$ cat src/rtl/alu_control_mc_pkg.sv
// Shared definitions for the multi-cycle ALU control decoder: ALU op codes,
// alu_op class encodings, MIPS funct codes and the decode helper.
package alu_control_mc_pkg;

  // Width of the shared ALU op code.
  localparam int unsigned ALU_CTRL_WIDTH = 4;

  // ALU op codes. Code 0 is a no-op; it marks illegal decodes and reset.
  localparam logic [ALU_CTRL_WIDTH-1:0] ALU_NOP   = 4'd0;
  localparam logic [ALU_CTRL_WIDTH-1:0] ALU_ADD   = 4'd1;
  localparam logic [ALU_CTRL_WIDTH-1:0] ALU_SUB   = 4'd2;
  localparam logic [ALU_CTRL_WIDTH-1:0] ALU_AND   = 4'd3;
  localparam logic [ALU_CTRL_WIDTH-1:0] ALU_OR    = 4'd4;
  localparam logic [ALU_CTRL_WIDTH-1:0] ALU_XOR   = 4'd5;
  localparam logic [ALU_CTRL_WIDTH-1:0] ALU_NOR   = 4'd6;
  localparam logic [ALU_CTRL_WIDTH-1:0] ALU_SLT   = 4'd7;
  localparam logic [ALU_CTRL_WIDTH-1:0] ALU_SLTU  = 4'd8;
  // Variable shifts reuse these; the shift-amount source is chosen in the datapath.
  localparam logic [ALU_CTRL_WIDTH-1:0] ALU_SLL   = 4'd9;
  localparam logic [ALU_CTRL_WIDTH-1:0] ALU_SRL   = 4'd10;
  localparam logic [ALU_CTRL_WIDTH-1:0] ALU_SRA   = 4'd11;
  localparam logic [ALU_CTRL_WIDTH-1:0] ALU_MULT  = 4'd12;
  localparam logic [ALU_CTRL_WIDTH-1:0] ALU_MULTU = 4'd13;
  localparam logic [ALU_CTRL_WIDTH-1:0] ALU_DIV   = 4'd14;
  localparam logic [ALU_CTRL_WIDTH-1:0] ALU_DIVU  = 4'd15;

  // alu_op class encodings driven by the main controller.
  localparam logic [2:0] ALUOP_ADD   = 3'b000;
  localparam logic [2:0] ALUOP_SUB   = 3'b001;
  localparam logic [2:0] ALUOP_RTYPE = 3'b010;
  localparam logic [2:0] ALUOP_AND   = 3'b011;
  localparam logic [2:0] ALUOP_OR    = 3'b100;
  localparam logic [2:0] ALUOP_XOR   = 3'b101;
  localparam logic [2:0] ALUOP_SLT   = 3'b110;
  localparam logic [2:0] ALUOP_SLTU  = 3'b111;

  // MIPS R-type funct field values.
  localparam logic [5:0] FUNCT_SLL   = 6'h00;
  localparam logic [5:0] FUNCT_SRL   = 6'h02;
  localparam logic [5:0] FUNCT_SRA   = 6'h03;
  localparam logic [5:0] FUNCT_SLLV  = 6'h04;
  localparam logic [5:0] FUNCT_SRLV  = 6'h06;
  localparam logic [5:0] FUNCT_SRAV  = 6'h07;
  localparam logic [5:0] FUNCT_JR    = 6'h08;
  localparam logic [5:0] FUNCT_MFHI  = 6'h10;
  localparam logic [5:0] FUNCT_MFLO  = 6'h12;
  localparam logic [5:0] FUNCT_MULT  = 6'h18;
  localparam logic [5:0] FUNCT_MULTU = 6'h19;
  localparam logic [5:0] FUNCT_DIV   = 6'h1A;
  localparam logic [5:0] FUNCT_DIVU  = 6'h1B;
  localparam logic [5:0] FUNCT_ADD   = 6'h20;
  localparam logic [5:0] FUNCT_ADDU  = 6'h21;
  localparam logic [5:0] FUNCT_SUB   = 6'h22;
  localparam logic [5:0] FUNCT_SUBU  = 6'h23;
  localparam logic [5:0] FUNCT_AND   = 6'h24;
  localparam logic [5:0] FUNCT_OR    = 6'h25;
  localparam logic [5:0] FUNCT_XOR   = 6'h26;
  localparam logic [5:0] FUNCT_NOR   = 6'h27;
  localparam logic [5:0] FUNCT_SLT   = 6'h2A;
  localparam logic [5:0] FUNCT_SLTU  = 6'h2B;

  // HI/LO read select.
  localparam logic [1:0] HILO_RD_NONE = 2'b00;
  localparam logic [1:0] HILO_RD_LO   = 2'b01;
  localparam logic [1:0] HILO_RD_HI   = 2'b10;

  // One decoded request; this is exactly what the output register holds.
  typedef struct packed {
    logic [ALU_CTRL_WIDTH-1:0] ctrl;
    logic                      hilo_we;
    logic [1:0]                hilo_rd;
    logic                      illegal;
  } dec_t;

  // Pure combinational decode of one request.
  function automatic dec_t decode(input logic [2:0] alu_op, input logic [5:0] funct);
    dec_t d;
    d.ctrl    = ALU_NOP;
    d.hilo_we = 1'b0;
    d.hilo_rd = HILO_RD_NONE;
    d.illegal = 1'b0;
    unique case (alu_op)
      ALUOP_ADD:  d.ctrl = ALU_ADD;
      ALUOP_SUB:  d.ctrl = ALU_SUB;
      ALUOP_AND:  d.ctrl = ALU_AND;
      ALUOP_OR:   d.ctrl = ALU_OR;
      ALUOP_XOR:  d.ctrl = ALU_XOR;
      ALUOP_SLT:  d.ctrl = ALU_SLT;
      ALUOP_SLTU: d.ctrl = ALU_SLTU;
      ALUOP_RTYPE: begin
        case (funct)
          // JR only needs the ALU to pass rs through, so it decodes as ADD.
          FUNCT_ADD, FUNCT_ADDU, FUNCT_JR: d.ctrl = ALU_ADD;
          FUNCT_SUB, FUNCT_SUBU:           d.ctrl = ALU_SUB;
          FUNCT_SLL, FUNCT_SLLV:           d.ctrl = ALU_SLL;
          FUNCT_SRL, FUNCT_SRLV:           d.ctrl = ALU_SRL;
          FUNCT_SRA, FUNCT_SRAV:           d.ctrl = ALU_SRA;
          FUNCT_AND:                       d.ctrl = ALU_AND;
          FUNCT_OR:                        d.ctrl = ALU_OR;
          FUNCT_XOR:                       d.ctrl = ALU_XOR;
          FUNCT_NOR:                       d.ctrl = ALU_NOR;
          FUNCT_SLT:                       d.ctrl = ALU_SLT;
          FUNCT_SLTU:                      d.ctrl = ALU_SLTU;
          FUNCT_MULT: begin
            d.ctrl    = ALU_MULT;
            d.hilo_we = 1'b1;
          end
          FUNCT_MULTU: begin
            d.ctrl    = ALU_MULTU;
            d.hilo_we = 1'b1;
          end
          FUNCT_DIV: begin
            d.ctrl    = ALU_DIV;
            d.hilo_we = 1'b1;
          end
          FUNCT_DIVU: begin
            d.ctrl    = ALU_DIVU;
            d.hilo_we = 1'b1;
          end
          FUNCT_MFHI: begin
            d.ctrl    = ALU_ADD;
            d.hilo_rd = HILO_RD_HI;
          end
          FUNCT_MFLO: begin
            d.ctrl    = ALU_ADD;
            d.hilo_rd = HILO_RD_LO;
          end
          default: d.illegal = 1'b1;
        endcase
      end
    endcase
    return d;
  endfunction

endpackage

$ cat src/rtl/alu_control_mc_muldiv_busy_counter.sv
// HI/LO occupancy counter: loads the mul/div latency on start, counts down to
// zero, reports busy while nonzero and pulses done during the last busy cycle.
module alu_control_mc_muldiv_busy_counter #(
  parameter int unsigned Lat  = 32,
  parameter int unsigned CntW = 8
) (
  input  logic clk_i,
  input  logic rst_i,
  input  logic load_i,
  output logic busy_o,
  output logic done_o
);

  logic [CntW-1:0] count_q, count_d;

  // Load has priority; the interlock upstream keeps load away from a busy count.
  always_comb begin
    count_d = count_q;
    if (load_i) begin
      count_d = CntW'(Lat);
    end else if (count_q != '0) begin
      count_d = count_q - 1'b1;
    end
  end

  // Count register with synchronous reset.
  always_ff @(posedge clk_i) begin
    if (rst_i) begin
      count_q <= '0;
    end else begin
      count_q <= count_d;
    end
  end

  assign busy_o = (count_q != '0);
  // Count of one means the next edge takes it to zero.
  assign done_o = (count_q == CntW'(1));

endmodule

$ cat src/rtl/alu_control_mc.sv
// Registered, handshaked ALU control decoder for the multi-cycle MIPS datapath.
// Decodes alu_op/funct into an ALU op code plus HI/LO controls, one register
// stage of latency, and interlocks HI/LO users against an in-flight mul/div.
module alu_control_mc
  import alu_control_mc_pkg::*;
#(
  parameter int unsigned ALUOP_W    = 3,
  parameter int unsigned ALU_CTRL_W = 4,
  parameter int unsigned MULDIV_LAT = 32
) (
  input  logic                  clk,
  input  logic                  rst,
  input  logic                  in_valid,
  output logic                  in_ready,
  input  logic [ALUOP_W-1:0]    alu_op,
  input  logic [5:0]            funct,
  output logic                  out_valid,
  input  logic                  out_ready,
  output logic [ALU_CTRL_W-1:0] alu_control,
  output logic                  hilo_we,
  output logic [1:0]            hilo_rd,
  output logic                  illegal,
  output logic                  muldiv_busy,
  output logic                  muldiv_done
);

  dec_t dec;
  dec_t res_q, res_d;
  logic out_valid_q, out_valid_d;
  logic hazard;
  logic accept;

  // Decode of the request currently presented upstream.
  always_comb begin
    dec = decode(alu_op[2:0], funct);
  end

  // Anything touching HI/LO must wait for the unit to drain.
  assign hazard   = muldiv_busy && (dec.hilo_we || (dec.hilo_rd != HILO_RD_NONE));
  assign in_ready = (!out_valid_q || out_ready) && !hazard;
  assign accept   = in_valid && in_ready;

  // Output-register next state: load on accept, drain on consume, else hold.
  always_comb begin
    out_valid_d = out_valid_q;
    res_d       = res_q;
    if (accept) begin
      out_valid_d = 1'b1;
      res_d       = dec;
    end else if (out_valid_q && out_ready) begin
      out_valid_d = 1'b0;
    end
  end

  // Output register with synchronous reset.
  always_ff @(posedge clk) begin
    if (rst) begin
      out_valid_q <= 1'b0;
      res_q       <= '0;
    end else begin
      out_valid_q <= out_valid_d;
      res_q       <= res_d;
    end
  end

  alu_control_mc_muldiv_busy_counter #(
    .Lat  (MULDIV_LAT),
    .CntW (8)
  ) u_busy_counter (
    .clk_i  (clk),
    .rst_i  (rst),
    .load_i (accept && dec.hilo_we),
    .busy_o (muldiv_busy),
    .done_o (muldiv_done)
  );

  assign out_valid   = out_valid_q;
  assign alu_control = ALU_CTRL_W'(res_q.ctrl);
  assign hilo_we     = res_q.hilo_we;
  assign hilo_rd     = res_q.hilo_rd;
  assign illegal     = res_q.illegal;

endmodule

$ cat config.mk
export PLATFORM = sky130hd
export DESIGN_NAME = alu_control_mc
export DESIGN_NICKNAME = d
export VERILOG_FILES = /design/src/rtl/alu_control_mc_pkg.sv /design/src/rtl/alu_control_mc_muldiv_busy_counter.sv /design/src/rtl/alu_control_mc.sv
export SDC_FILE = /design/constraint.sdc
export NUM_CORES = 1
export LEC_CHECK = 0
export ABC_AREA = 0
export CAP_MARGIN = 30
export CORE_UTILIZATION = 54
export DETAILED_ROUTE_END_ITERATION = 12
export GPL_ROUTABILITY_DRIVEN = 0
export PLACE_DENSITY = 0.84
export SKIP_CTS_REPAIR_TIMING = 1
export SLEW_MARGIN = 20
export SYNTH_ARGS = -nofsm -noshare
export SYNTH_HDL_FRONTEND = slang
export SYNTH_SLANG_ARGS = --single-unit
$ cat constraint.sdc
create_clock -name clk -period 4.18 [get_ports clk]
set_input_delay 0.627 -clock clk [delete_from_list [all_inputs] [get_ports clk]]
set_output_delay 0.627 -clock clk [all_outputs]
set_load 0.01 [all_outputs]
* Yosys cells after proc, flatten, opt, wreduce, memory -nomap -nowiden
Index checks and enable logic that the tools add are counted.
** Word-level totals
- Bits in read-only memories :: 0
- Register bits :: 17
- Output and inout port bits :: 12
- Input bits :: 13
- Latch bits :: 0
- Memories kept :: 0
- Memory bits (writable) :: 0
** Cells by class
- Multiplexer cells :: 10
- Magnitude comparators :: 0
- Shift-type cells :: 0
- Bitwise operators :: 0
- Div/mod/pow operators :: 0
- Multipliers :: 0
- Reduce and logical (&&, ||, !) cells :: 23
- $add $sub $neg :: 1
- Equal/unequal tests :: 30
** Operator list (count)
- equality test 6 bit (second input constant) :: 10
- one-hot mux 4 bit (15 select lines) :: 1
- equality test 6 x 5 -> 1 bit (second input constant) :: 6
- one-hot mux 4 bit (8 select lines) :: 1
- OR reduction 23 bit :: 1
- equality test 6 x 3 -> 1 bit (second input constant) :: 3
- equality test 3 bit (second input constant) :: 4
- equality test 6 x 2 -> 1 bit (second input constant) :: 2
- 2-to-1 mux 6 bit :: 2
- OR reduction 2 bit :: 5
- equality test 8 x 1 -> 1 bit (second input constant) :: 1
- nonzero test 8 bit :: 1
- subtractor 8 x 1 -> 8 bit (second input constant) :: 1
- equality test 3 x 2 -> 1 bit (second input constant) :: 2
- equality test 6 x 4 -> 1 bit (second input constant) :: 1
- zero test 6 bit :: 1
- nonzero test 2 bit :: 3
- logical AND 1 bit :: 5
- OR reduction 5 bit :: 1
- 2-to-1 mux 1 bit :: 4
- 2-to-1 mux 4 bit :: 1
- one-hot mux 2 bit (2 select lines) :: 1
- OR reduction 4 bit :: 1
- equality test 3 x 1 -> 1 bit (second input constant) :: 1
- other kinds (3) :: 5

* Longest topological paths before layout
- Word-level depth :: 12
- Gate-level depth with buffers :: 10
- Depth with buffers taken out :: 8

* Modules after synthesis
Synthesis repeated with hierarchy kept, for this count alone.
** Second synthesis, totals
- Cells, all modules :: 162
- Area total of the unflattened synthesis :: 1273.7 sq um
** By module, submodules not included
- alu_control_mc :: cells an instance 109, instances 1, sequential area each 180.2 sq um, area each 785.8 sq um
- alu_control_mc_muldiv_busy_counter :: cells an instance 53, instances 1, sequential area each 160.2 sq um, area each 488.0 sq um

* Least setup slack after synthesis
OpenSTA, ideal clock, no wires.
- Kind :: input port to output port
- Start point :: in alu_op[2]
- End point :: out in_ready
- Path slack :: 1823 ps
- Data required time :: 3553 ps
- Path buffers :: 1
- Stages :: 5
- Data arrival time :: 1730 ps
- Path through :: clkbuf_1 or3b_2 nor2_2 nand3_1 and2_1
** Between the ends
- Word-level cells in the longest chain between the ends :: 7
** Ends and longest elaborated chain
- start, declared :: RTL line alu_control_mc.sv:15 : input logic [ALUOP_W-1:0] alu_op,
- equality test 3 x 2 -> 1 bit (*) :: RTL line alu_control_mc_pkg.sv:82 : unique case (alu_op)
- 2-to-1 mux 4 bit (*) :: RTL line alu_control_mc_pkg.sv:82
- nonzero test 2 bit :: RTL line alu_control_mc.sv:39 : assign hazard = muldiv_busy && (dec.hilo_we || (dec.hilo_rd != HILO_RD_NONE));
- logical OR 1 bit (*) :: RTL line alu_control_mc.sv:39
- logical AND 1 bit (*) :: RTL line alu_control_mc.sv:39
- zero test 1 bit (*) :: RTL line alu_control_mc.sv:40 : assign in_ready = (!out_valid_q || out_ready) && !hazard;
- logical AND 1 bit (*) :: RTL line alu_control_mc.sv:40
- end, declared :: RTL line alu_control_mc.sv:14 : output logic in_ready,
Mark *: on every way between the ends. The rest lies on a longest branch, timed or not.

* Worst setup path after layout
- Start point :: in funct[2]
- End point :: out in_ready
** Between the ends
- Word-level cells in the longest chain between the ends :: 8
** Ends and longest elaborated chain
- start, declared :: RTL line alu_control_mc.sv:16 : input logic [5:0] funct,
- equality test 6 x 5 -> 1 bit :: RTL line alu_control_mc_pkg.sv:91 : case (funct)
- one-hot mux 2 bit (2 select lines) or OR reduction 4 bit (tied branches)
- 2-to-1 mux 4 bit (*) :: RTL line alu_control_mc_pkg.sv:82
- nonzero test 2 bit or 2-to-1 mux 4 bit (tied branches) :: RTL line alu_control_mc.sv:39, alu_control_mc_pkg.sv:82
- logical OR 1 bit (*) :: RTL line alu_control_mc.sv:39
- logical AND 1 bit (*) :: RTL line alu_control_mc.sv:39
- zero test 1 bit (*) :: RTL line alu_control_mc.sv:40
- logical AND 1 bit (*) :: RTL line alu_control_mc.sv:40
Marks and branches as above.

==> flow_metrics.py <==
metrics = {
    "critical_path": {
        "reg2regPathDepth": 8,
        "path_delay_family": "buffers and inverters",
        "start_kind": "primary input",
        "crit_top_cell": "clkdlybuf4s50_1",
        "rr_startpoint": "u_busy_counter.count_q[0]$_SDFFE_PP0P_",
        "critPathBufInv": 2,
        "reg2reg_to": "hilo_rd[1]$_SDFFE_PP0P_",
        "crit_fanout": 11,
        "crit_slowest_cell": "clkdlybuf4s50_1",
        "crit_type": "in -> out",
        "required_ps": 3550,
        "arrival_ps": 2710,
        "crit_chain": "clkdlybuf4s50_1 > or3b_2 > nor2_2 > nand3_1 > and2_1 > clkdlybuf4s50_1",
        "max_stage_delay_ps": 590,
        "reg2reg_slack_ps": 1880,
        "endpoint_kind": "output port",
    },
    "floorplan": {
        "dieArea_sq_um": 2330,
        "die_h_microns": 48.2,
        "start_util_pct": 58.3,
        "coreArea_sq_um": 1980,
        "io_pins": 25,
        "fp.dieW_microns": 48.2,
        "row_count": 16,
    },
    "timing": {
        "finClkSkew_ps": 2.26,
        "fmax_ghz": 0.299,
        "final.min_clock_period_ps": 3340,
        "timing.final.setup_violations": 0,
        "hold_violations": 0,
        "finalSetupTns_ps": 0,
        "rsz0062_at_grt": "no",
        "maxSlewHeadroom_pct": 54.7,
        "worst_pin_slew_ps": 676,
        "post-route-period-util_pct": 79.9,
        "report.final.slew_viol_count": 0,
    },
    "global_route": {
        "grt_pass1_wl_microns": 3890,
        "antenna_found_initial": 0,
        "grt_usage_pct": 24.1,
        "grt_pass1_vias": 905,
        "grt_max_degree": 20,
        "grt.overflow.total": 0,
    },
    "cells_and_area": {
        "final_nets": 183,
        "finish.instance_area_sq_um": 1400,
        "n_antenna_cell": 0,
        "n_fill_cell": 173,
        "finalNonFillerCells": 193,
        "areaGrowthSynthToFinish_pct": 21.0,
        "drive_above_1_share_pct": 7.83,
    },
    "pwr": {
        "vdd_drop_max_mv": 0.261,
        "p_per_area_nw_per_um2": 465,
        "p_leak_nw": 0.492,
    },
    "placement": {
        "placed_cells": 189,
        "place_hpwl_microns": 1960,
        "post_dp_cell_area_sq_um": 1370,
        "io_buffers": 24,
    },
    "synthesis": {
        "syn_inst": 149,
        "yosysTopAreaCell": "dfxtp_1",
        "syn_area_sq_um": 1150,
        "ys_types": 44,
        "syn_nets": 165,
        "ys_top_cells_by_area": "dfxtp_1 29%, nor3_1 4.3%, a21oi_1 3.9%",
        "synth_edf_count": 0,
        "ys_top_cells_by_count": "17 x dfxtp_1, 11 x nand2_1, 10 x nor2_1, 10 x nor3_1, 9 x a21oi_1",
        "async_flop_share_pct": 0,
        "syn_area_per_cell_sq_um": 7.75,
        "ys_seq_elements": 17,
        "synthFlopType": "dfxtp_1",
        "synth.top_cell.area_share_pct": 29.5,
        "yosys_warnings": 0,
        "seq_area_frac_synth_pct": 29.5,
        "synth.most_common_cell": "dfxtp_1",
    },
    "worst_hold_path": {
        "whs_path_depth": 2,
        "worst_hold_startpoint": "hilo_we$_SDFFE_PP0P_",
        "min_path_type": "reg -> reg",
        "whs_endpoint": "hilo_we$_SDFFE_PP0P_",
    },
    "detailed_routing": {
        "drt-initial-drc-count": 19,
        "viasPerCell": 5.70,
        "antenna_left": 0,
        "routedWlPerCell_microns": 13.1,
        "routed_wl_microns": 2530,
        "drc_errors": 0,
        "vias": 1101,
        "dr.pass1.iters": 4,
    },
    "clock_tree": {
        "root_buffer": "clkbuf_4",
        "cts_sinks": 17,
        "clk_latency_ps": 270,
        "h-tree-depth": 1,
        "cts_buffers": 3,
        "clk_pin_slew_ps": 90,
        "cts_buffer_depth": 2,
        "cts_tree": "yes",
    },
    "job": {
        "drv_cap": 0,
    },
    "run_status": {
        "status": "complete, no violations",
    },
}
==> layout make-up <==
| type | count | area [sq um] | area share [%] |
|---|---|---|---|
| sequential | 17 | 340 | 24.4 |
| timing repair buffer | 24 | 240 | 17.2 |
| inverter | 6 | 27.5 | 1.97 |
| tap | 27 | 33.8 | 2.42 |
| clock buffer | 4 | 26.3 | 1.88 |
| multi-input combinational | 115 | 729 | 52.2 |
==> registers in the layout, summed over array words and instances, names as in the netlist <==
| name | flops |
|---|---|
| alu_control | 4 |
| illegal | 1 |
| out_valid | 1 |
| hilo_rd | 2 |
| hilo_we | 1 |
| u_busy_counter.count_q | 8 |
==> cells in the final DEF, fill, tap and decap left out, types with 2 or more instances in the layout <==
cell type and count:
dfxtp_1 17, nor2b_1 4, inv_1 5, clkdlybuf4s50_1 24
xor2_1 3, nor3b_1 5, o41ai_1 2, nor2_1 10
clkbuf_4 3, or3b_2 2, mux2i_1 2, nor3_1 10
nand2b_1 4, a21oi_1 9, o21ai_0 8, nand3_1 6
or3_1 3, a31oi_1 5, o31ai_1 3, and2_1 3
ha_1 3, nand2_1 11, xnor2_1 3
==> cells by family after synthesis <==
family | share of synthesized area, %
flops | 29.5
simple gates | 32.6
buf+inv | 7.37
fa+ha+maj | 3.25
mux | 1.73
xor+xnor | 4.55
compound gates | 21.0
==> worst min-delay path, delay by kind of cell (launching register included) <==
family / cells / cell delay (ps)
AOI/OAI and AO/OA: 1 / 50
DFF: 1 / 320
and+or+nand+nor: 1 / 50
==> where the power goes <==
part | internal [mW] | switching [mW]
Sequential | 0.201 | 0.0372
Clock | 0.0369 | 0.0469
Combinational | 0.156 | 0.172
==> worst max-delay path by stage <==
stage               endpoint  slack (ps)  cells after the start  startpoint
floorplan           in_ready        1820                      5   alu_op[2]
global placement    in_ready         900                      6    funct[5]
detailed placement  in_ready         870                      6    funct[4]
CTS                 in_ready         870                      6    funct[5]
global route        in_ready         710                      6    funct[5]
finish              in_ready         840                      6    funct[2]
==> per-layer routing <==
layer | routed length, microns | track usage [%] | part of all wire, % | vias to the layer above
met5 | 0 | 0 | 0 | -
met2 | 1290 | 42.9 | 51 | 26
met4 | 46 | 9.44 | 1.8 | 0
met3 | 69 | 3.33 | 2.7 | 4
li1 | - | - | - | 569
met1 | 1120 | 28.8 | 44 | 502
==> stage by stage <==
step | hold slack, ps | setup slack (ps) | power, mW | util [%]
global placement | 441 | 896 | 0.547 | 69.2
finish | 454 | 840 | 0.650 | 70.5
detailed placement | 445 | 868 | 0.566 | 69.2
CTS | 459 | 868 | 0.654 | 70.5
floorplan | 476 | 1820 | 0.491 | -
global route | 497 | 715 | 0.697 | 70.5
No activity file was read; power rests on OpenSTA's default activity.
